### src/rtl/dot_prod_lag_ctrl_if.sv
// Bus bundle between the lag-sweep controller and its environment: sweep
// control, sample-buffer addressing, the dot_prod_pip stream handshakes and
// the downstream lag-result stream. Signal suffixes are from the controller's
// point of view (_i into the controller, _o out of it).
interface dot_prod_lag_ctrl_if #(
   parameter int ADDR_BITS  = 6,
   parameter int LAG_BITS   = 3,
   parameter int SUM_I_SIZE = 30,
   parameter int SUM_Q_SIZE = 30
);
   logic                  start_i;
   logic                  busy_o;
   logic                  done_o;
   logic [ADDR_BITS-1:0]  x_addr_o;
   logic [ADDR_BITS-1:0]  y_addr_o;
   logic                  m_axis_x_tvalid_o;
   logic                  m_axis_y_tvalid_o;
   logic                  s_axis_product_tvalid_i;
   logic                  m_axis_product_tready_o;
   logic [SUM_I_SIZE-1:0] i_i;
   logic [SUM_Q_SIZE-1:0] q_i;
   logic                  s_axis_lag_tvalid_o;
   logic                  m_axis_lag_tready_i;
   logic [SUM_I_SIZE-1:0] lag_i_o;
   logic [SUM_Q_SIZE-1:0] lag_q_o;
   logic [LAG_BITS-1:0]   lag_index_o;

   // Controller side: drives addresses, stream valids and lag results.
   modport master (
      input  start_i,
      output busy_o,
      output done_o,
      output x_addr_o,
      output y_addr_o,
      output m_axis_x_tvalid_o,
      output m_axis_y_tvalid_o,
      input  s_axis_product_tvalid_i,
      output m_axis_product_tready_o,
      input  i_i,
      input  q_i,
      output s_axis_lag_tvalid_o,
      input  m_axis_lag_tready_i,
      output lag_i_o,
      output lag_q_o,
      output lag_index_o
   );

   // Environment side: buffers, dot_prod_pip and the downstream consumer.
   modport slave (
      output start_i,
      input  busy_o,
      input  done_o,
      input  x_addr_o,
      input  y_addr_o,
      input  m_axis_x_tvalid_o,
      input  m_axis_y_tvalid_o,
      output s_axis_product_tvalid_i,
      input  m_axis_product_tready_o,
      output i_i,
      output q_i,
      input  s_axis_lag_tvalid_o,
      output m_axis_lag_tready_i,
      input  lag_i_o,
      input  lag_q_o,
      input  lag_index_o
   );
endinterface

### src/rtl/dot_prod_lag_ctrl.sv
// Lag-sweep sequencer for the CAF path. For each lag k it streams x[n] and
// y[n+k] (n = 0..LENGTH-1) from two 1-cycle-latency sample buffers into
// dot_prod_pip, waits for the single product, and presents it downstream
// tagged with k. Only one dot product is in flight; the next lag streams
// only after the previous result has been consumed.
module dot_prod_lag_ctrl #(
   parameter int LENGTH        = 16,
   parameter int BUFFER_LENGTH = 64,
   parameter int NUM_LAGS      = 8,
   parameter int SUM_I_SIZE    = 30,
   parameter int SUM_Q_SIZE    = 30
) (
   input  logic                clk_i,
   input  logic                reset_i,
   dot_prod_lag_ctrl_if.master bus
);
   localparam int ADDR_BITS = $clog2(BUFFER_LENGTH);
   localparam int LAG_BITS  = (NUM_LAGS > 1) ? $clog2(NUM_LAGS) : 1;
   localparam int CNT_BITS  = (LENGTH > 1) ? $clog2(LENGTH) : 1;
   localparam logic [CNT_BITS-1:0] N_LAST = CNT_BITS'(LENGTH - 1);
   localparam logic [LAG_BITS-1:0] K_LAST = LAG_BITS'(NUM_LAGS - 1);

   // The largest y address (NUM_LAGS-2+LENGTH) must stay inside the buffer.
   generate
      if (NUM_LAGS - 1 + LENGTH > BUFFER_LENGTH) begin : g_len_check
         $error("dot_prod_lag_ctrl: NUM_LAGS-1+LENGTH exceeds BUFFER_LENGTH");
      end
   endgenerate

   typedef enum logic [1:0] {
      ST_IDLE      = 2'd0,
      ST_STREAM    = 2'd1,
      ST_WAIT_PROD = 2'd2,
      ST_OUTPUT    = 2'd3
   } state_t;

   state_t                 state_q;
   logic [CNT_BITS-1:0]    n_q;
   logic [LAG_BITS-1:0]    k_q;
   logic [ADDR_BITS-1:0]   x_addr_q;
   logic [ADDR_BITS-1:0]   y_addr_q;
   logic                   busy_q;
   logic                   done_q;
   logic                   x_tvalid_q;
   logic                   y_tvalid_q;
   logic                   prod_tready_q;
   logic                   lag_tvalid_q;
   logic [SUM_I_SIZE-1:0]  lag_i_q;
   logic [SUM_Q_SIZE-1:0]  lag_q_q;
   logic [LAG_BITS-1:0]    lag_index_q;

   logic [CNT_BITS-1:0]    n_d;
   logic [LAG_BITS-1:0]    k_d;
   logic [ADDR_BITS-1:0]   x_addr_d;
   logic [ADDR_BITS-1:0]   y_addr_d;
   logic [ADDR_BITS-1:0]   y_base_d;
   logic                   prod_hs_s;
   logic                   lag_hs_s;

   // Next sample/lag counters, their buffer addresses and the two handshakes.
   always_comb begin
      n_d       = n_q + CNT_BITS'(1);
      k_d       = k_q + LAG_BITS'(1);
      x_addr_d  = ADDR_BITS'(n_d);
      y_addr_d  = ADDR_BITS'(k_q) + ADDR_BITS'(n_d);
      y_base_d  = ADDR_BITS'(k_d);
      prod_hs_s = bus.s_axis_product_tvalid_i & prod_tready_q;
      lag_hs_s  = lag_tvalid_q & bus.m_axis_lag_tready_i;
   end

   // Sweep FSM: state, counters, addresses and every registered output.
   always_ff @(posedge clk_i) begin
      if (reset_i) begin
         state_q       <= ST_IDLE;
         n_q           <= '0;
         k_q           <= '0;
         x_addr_q      <= '0;
         y_addr_q      <= '0;
         busy_q        <= 1'b0;
         done_q        <= 1'b0;
         x_tvalid_q    <= 1'b0;
         y_tvalid_q    <= 1'b0;
         prod_tready_q <= 1'b0;
         lag_tvalid_q  <= 1'b0;
         lag_i_q       <= '0;
         lag_q_q       <= '0;
         lag_index_q   <= '0;
      end else begin
         done_q     <= 1'b0;
         // Buffer data appears one cycle after its address, so the stream
         // valids are the STREAM state delayed by one cycle.
         x_tvalid_q <= (state_q == ST_STREAM);
         y_tvalid_q <= (state_q == ST_STREAM);
         case (state_q)
            ST_IDLE: begin
               if (bus.start_i) begin
                  state_q  <= ST_STREAM;
                  busy_q   <= 1'b1;
                  n_q      <= '0;
                  k_q      <= '0;
                  x_addr_q <= '0;
                  y_addr_q <= '0;
               end
            end
            ST_STREAM: begin
               if (n_q == N_LAST) begin
                  state_q       <= ST_WAIT_PROD;
                  prod_tready_q <= 1'b1;
               end else begin
                  n_q      <= n_d;
                  x_addr_q <= x_addr_d;
                  y_addr_q <= y_addr_d;
               end
            end
            ST_WAIT_PROD: begin
               // No latency is assumed for dot_prod_pip; wait as long as needed.
               if (prod_hs_s) begin
                  lag_i_q       <= bus.i_i;
                  lag_q_q       <= bus.q_i;
                  lag_index_q   <= k_q;
                  prod_tready_q <= 1'b0;
                  lag_tvalid_q  <= 1'b1;
                  state_q       <= ST_OUTPUT;
               end
            end
            ST_OUTPUT: begin
               if (lag_hs_s) begin
                  lag_tvalid_q <= 1'b0;
                  if (k_q != K_LAST) begin
                     k_q      <= k_d;
                     n_q      <= '0;
                     x_addr_q <= '0;
                     y_addr_q <= y_base_d;
                     state_q  <= ST_STREAM;
                  end else begin
                     state_q <= ST_IDLE;
                     busy_q  <= 1'b0;
                     done_q  <= 1'b1;
                  end
               end
            end
            default: begin
               state_q       <= ST_IDLE;
               busy_q        <= 1'b0;
               prod_tready_q <= 1'b0;
               lag_tvalid_q  <= 1'b0;
            end
         endcase
      end
   end

   assign bus.busy_o                  = busy_q;
   assign bus.done_o                  = done_q;
   assign bus.x_addr_o                = x_addr_q;
   assign bus.y_addr_o                = y_addr_q;
   assign bus.m_axis_x_tvalid_o       = x_tvalid_q;
   assign bus.m_axis_y_tvalid_o       = y_tvalid_q;
   assign bus.m_axis_product_tready_o = prod_tready_q;
   assign bus.s_axis_lag_tvalid_o     = lag_tvalid_q;
   assign bus.lag_i_o                 = lag_i_q;
   assign bus.lag_q_o                 = lag_q_q;
   assign bus.lag_index_o             = lag_index_q;

endmodule

### src/flat_wrapper.sv
// flat-port wrapper written by rule: the top's interface ports become plain ports
module dot_prod_lag_ctrl_flat 
#(
   parameter int LENGTH        = 16,
   parameter int BUFFER_LENGTH = 64,
   parameter int NUM_LAGS      = 8,
   parameter int SUM_I_SIZE    = 30,
   parameter int SUM_Q_SIZE    = 30
)
  (clk_i, reset_i, bus_start_i, bus_busy_o, bus_done_o, bus_x_addr_o, bus_y_addr_o, bus_m_axis_x_tvalid_o, bus_m_axis_y_tvalid_o, bus_s_axis_product_tvalid_i, bus_m_axis_product_tready_o, bus_i_i, bus_q_i, bus_s_axis_lag_tvalid_o, bus_m_axis_lag_tready_i, bus_lag_i_o, bus_lag_q_o, bus_lag_index_o);
  dot_prod_lag_ctrl_if #(.ADDR_BITS((6)), .LAG_BITS((3)), .SUM_I_SIZE(SUM_I_SIZE), .SUM_Q_SIZE(SUM_Q_SIZE)) bus_i ();
  input  logic clk_i;
  input  logic reset_i;
  input wire logic [$bits(bus_i.start_i)-1:0] bus_start_i;
  output wire logic [$bits(bus_i.busy_o)-1:0] bus_busy_o;
  output wire logic [$bits(bus_i.done_o)-1:0] bus_done_o;
  output wire logic [$bits(bus_i.x_addr_o)-1:0] bus_x_addr_o;
  output wire logic [$bits(bus_i.y_addr_o)-1:0] bus_y_addr_o;
  output wire logic [$bits(bus_i.m_axis_x_tvalid_o)-1:0] bus_m_axis_x_tvalid_o;
  output wire logic [$bits(bus_i.m_axis_y_tvalid_o)-1:0] bus_m_axis_y_tvalid_o;
  input wire logic [$bits(bus_i.s_axis_product_tvalid_i)-1:0] bus_s_axis_product_tvalid_i;
  output wire logic [$bits(bus_i.m_axis_product_tready_o)-1:0] bus_m_axis_product_tready_o;
  input wire logic [$bits(bus_i.i_i)-1:0] bus_i_i;
  input wire logic [$bits(bus_i.q_i)-1:0] bus_q_i;
  output wire logic [$bits(bus_i.s_axis_lag_tvalid_o)-1:0] bus_s_axis_lag_tvalid_o;
  input wire logic [$bits(bus_i.m_axis_lag_tready_i)-1:0] bus_m_axis_lag_tready_i;
  output wire logic [$bits(bus_i.lag_i_o)-1:0] bus_lag_i_o;
  output wire logic [$bits(bus_i.lag_q_o)-1:0] bus_lag_q_o;
  output wire logic [$bits(bus_i.lag_index_o)-1:0] bus_lag_index_o;
  assign bus_i.start_i = bus_start_i;
  assign bus_busy_o = bus_i.busy_o;
  assign bus_done_o = bus_i.done_o;
  assign bus_x_addr_o = bus_i.x_addr_o;
  assign bus_y_addr_o = bus_i.y_addr_o;
  assign bus_m_axis_x_tvalid_o = bus_i.m_axis_x_tvalid_o;
  assign bus_m_axis_y_tvalid_o = bus_i.m_axis_y_tvalid_o;
  assign bus_i.s_axis_product_tvalid_i = bus_s_axis_product_tvalid_i;
  assign bus_m_axis_product_tready_o = bus_i.m_axis_product_tready_o;
  assign bus_i.i_i = bus_i_i;
  assign bus_i.q_i = bus_q_i;
  assign bus_s_axis_lag_tvalid_o = bus_i.s_axis_lag_tvalid_o;
  assign bus_i.m_axis_lag_tready_i = bus_m_axis_lag_tready_i;
  assign bus_lag_i_o = bus_i.lag_i_o;
  assign bus_lag_q_o = bus_i.lag_q_o;
  assign bus_lag_index_o = bus_i.lag_index_o;
  dot_prod_lag_ctrl #(.LENGTH(LENGTH), .BUFFER_LENGTH(BUFFER_LENGTH), .NUM_LAGS(NUM_LAGS), .SUM_I_SIZE(SUM_I_SIZE), .SUM_Q_SIZE(SUM_Q_SIZE)) u_core (.clk_i(clk_i), .reset_i(reset_i), .bus(bus_i));
endmodule
### config.mk
export PLATFORM = sky130hd
export DESIGN_NAME = dot_prod_lag_ctrl_flat
export DESIGN_NICKNAME = d
export VERILOG_FILES = /design/src/rtl/dot_prod_lag_ctrl_if.sv /design/src/rtl/dot_prod_lag_ctrl.sv /design/src/flat_wrapper.sv
export SDC_FILE = /design/constraint.sdc
export NUM_CORES = 1
export LEC_CHECK = 0
export BUFFER_PORTS_ARGS = -buffer_cell sky130_fd_sc_hd__buf_2
export CAP_MARGIN = 10
export CORE_UTILIZATION = 51
export CTS_CLUSTER_DIAMETER = 40
export DETAILED_ROUTE_END_ITERATION = 16
export PLACE_DENSITY = 0.94
export SLEW_MARGIN = 0
export SYNTH_ARGS = -nofsm -noshare
export SYNTH_HDL_FRONTEND = slang
export SYNTH_SLANG_ARGS = --single-unit
### constraint.sdc
create_clock -name clk_i -period 2.8 [get_ports clk_i]
set_input_delay 0.56 -clock clk_i [delete_from_list [all_inputs] [get_ports clk_i]]
set_output_delay 0.56 -clock clk_i [all_outputs]
set_load 0.05 [all_outputs]
==> flow_summary.yaml <==
drt:
  vias: 3151
  dr.first_iter.drc_count: 105
  wirelength_mm: 7.722
  viasPerCell: 5.082
  drc: 0
  ant_nets: 0
  avgRoutedWirePerCell_um: 12.45
  drt-pass1-iter-count: 4
worst_setup_path:
  start_kind: "register"
  cp.arrival_ps: 2240
  endpoint_kind: "register"
  required_ps: 3010
  cp_max_fo: 33
  crit_type: "reg -> reg"
grt:
  grt_pass1_vias: 2752
  track_usage: 0.2245
  grt_max_degree: 37
  antenna_found_initial: 0
  grt_pass1_wl_mm: 11.52
  overflow: 0
pwr:
  p_sw_w: 0.0009230
  power_frac_comb: 0.254
  p_leak_nw: 1.863
  swShare: 0.3396
  irDropWorstVdd_v: 0.0004542
  seqPwrFrac: 0.457
  internal_power_w: 0.001795
  clkPwrFrac: 0.289
  p_per_area_nw_per_um2: 640.1
floorplan:
  placement_rows: 29
  die_y_um: 82.63
  die_w_um: 82.63
  io_pins: 146
  start_util: 0.5252
  dieArea_um2: 6828
  core_area_um2: 6314
sta:
  fin_setup_tns_ps: 0
  slew-limit-headroom: 0.5681
  setup_viol: 0
  fin_skew_ps: 10.87
  worst_pin_slew_ps: 647.8
  rsz0062_at_grt: "false"
  final_hold_viol_count: 0
  final-max-slew-violation-count: 0
  timing.hold.ws_ps: 436.6
  period_needed_ps: 2038
  timing.fmax_ghz: 0.4908
  setup_ws_ps: 762.4
  min_period_over_period: 0.7277
layout:
  final_cell_mix: "buf_2 (142), nand2_1 (132), dfxtp_1 (82)"
  diodes: 0
  drive_gt1_frac: 0.3168
  areaGrowthSynthToFinish_pct: 28.08
  final_cell_area_um2: 4247
  final_nets: 615
  finalCoreUtilization: 0.6726
  layout_commonest_cell: "buf_2"
  fillCellCount: 538
clock_tree:
  post_cts_buffers: 0
  clockRootBuffer: "clkbuf_8"
  hold_buffers: 0
  cts-resized-gates: 0
  clk_pin_slew_ps: 90
  cts_max_level: 3
  cts_tree: "built"
  numCtsBuffers: 9
  max-clock-path-buffers: 2
  clock_sinks: 82
  clkLatencyLatePin_ps: 350
placement:
  port_buffers: 142
  dp_hpwl_mm: 5.598
  dpl_cell_area_um2: 4059
  dp_slack_ps: 767.3
  gp_congestion: 0.8684
synthesis:
  yosysTopAreaCell: "dfxtp_1"
  syn_inst: 407
  ys_warn_count: 0
  netlist_area_um2: 3316
  syn_area_per_cell_um2: 8.147
  async_flop_share: 0
  ys_seq_area_frac: 0.4951
  ys_top_cells_by_area: "dfxtp_1 (50%), nand2_1 (15%), a21oi_1 (12%)"
  synthFlopType: "dfxtp_1"
  ys_types: 40
  synth_edf_count: 0
  synth_top_area_frac: 0.4951
  synth.ff_latch_count: 82
min_path:
  hp-class: "in -> reg"
status:
  status: "complete, no violations"
run:
  max-cap-violations: 0
cells in the mapped netlist, types with 2 or more instances:
library cell	count
o21ai_0	12
a21boi_0	2
a21o_1	2
xnor2_1	2
a2111oi_4	2
nor3_1	3
nor2b_1	3
buf_2	3
buf_4	4
a21oi_1	78
nand3b_1	2
nand4_1	2
nand2_1	132
nand2b_1	3
dfxtp_1	82
inv_1	10
buf_1	5
xor2_1	2
nand3_1	5
ha_1	11
nor2_1	4
clkbuf_1	17
o211ai_1	2
a311oi_1	3
power groups by stage:
stage	Combinational [W]	Sequential [W]	Clock, W
after floorplan	0.000420	0.00135	0
after global placement	0.000652	0.00127	0
after detailed placement	0.000681	0.00127	0
after CTS	0.000685	0.00124	0.000811
after global routing	0.000752	0.00125	0.000862
final	0.000689	0.00124	0.000785
path summary, 6_finish.rpt:
kind                                            start                     end  slack [ps]  depth (start not counted)
worst min register to register  u_core.bus.lag_i_o[0]   u_core.bus.lag_i_o[0]         450                          2
worst max register to register      u_core.state_q[0]  u_core.bus.lag_q_o[14]         760                          6
worst max-delay path                u_core.state_q[0]  u_core.bus.lag_q_o[14]         760                          6
worst min-delay path                       bus_q_i[0]   u_core.bus.lag_q_o[0]         440                          3
routing by layer:
metal  up-vias  global-route usage  part of all wire
met3        14             0.07253             0.079
met2       119              0.3769              0.48
li1       1604                   -                 -
met5         -                   0                 0
met1      1414              0.2526              0.43
met4         0              0.1207             0.019
through the flow:
stage,power [W],cells
2_1_floorplan,0.001774,409
3_3_place_gp,0.001917,604
3_5_place_dp,0.001949,604
4_1_cts,0.002738,620
5_1_grt,0.002862,620
6_report,0.002718,620
area by class of cell:
class / count / area (um^2) / area share
multi-input cells: 288 / 1523 / 0.3586
clock buffers: 10 / 137.6 / 0.03241
inverters: 10 / 37.54 / 0.008839
well taps: 77 / 96.34 / 0.02269
clock inverters: 6 / 50.05 / 0.01179
repair buffers: 147 / 760.7 / 0.1791
flip-flops and latches: 82 / 1642 / 0.3866
flip-flops by register name (all words and copies together) (netlist names), 2 cells and up:
register	cells
u_core.state_q	2
u_core.bus.y_addr_o	5
u_core.k_q	3
u_core.bus.lag_q_o	30
u_core.bus.lag_index_o	3
u_core.bus.lag_i_o	30
u_core.bus.x_addr_o	4
worst max-delay path, cell delays in order, from the launching register on:
cell	delay [ps]
dfxtp_1	340
inv_1	170
ha_1	270
nand3_2	490
buf_4	450
nand2_1	110
a21oi_1	60
kinds of logic (layout without fill, tap and decap cells):
logic type | Yosys count | in the layout | share of synthesized area
buf+inv | 39 | 173 | 0.04981
flops | 82 | 82 | 0.4951
xor+xnor | 4 | 4 | 0.01057
compound gates | 108 | 108 | 0.1936
simple gates | 160 | 160 | 0.1992
other cells | 1 | 3 | 0.001131
fa+ha+maj | 12 | 12 | 0.04755
mux | 1 | 1 | 0.003019
No activity file was read; power rests on OpenSTA's default activity.
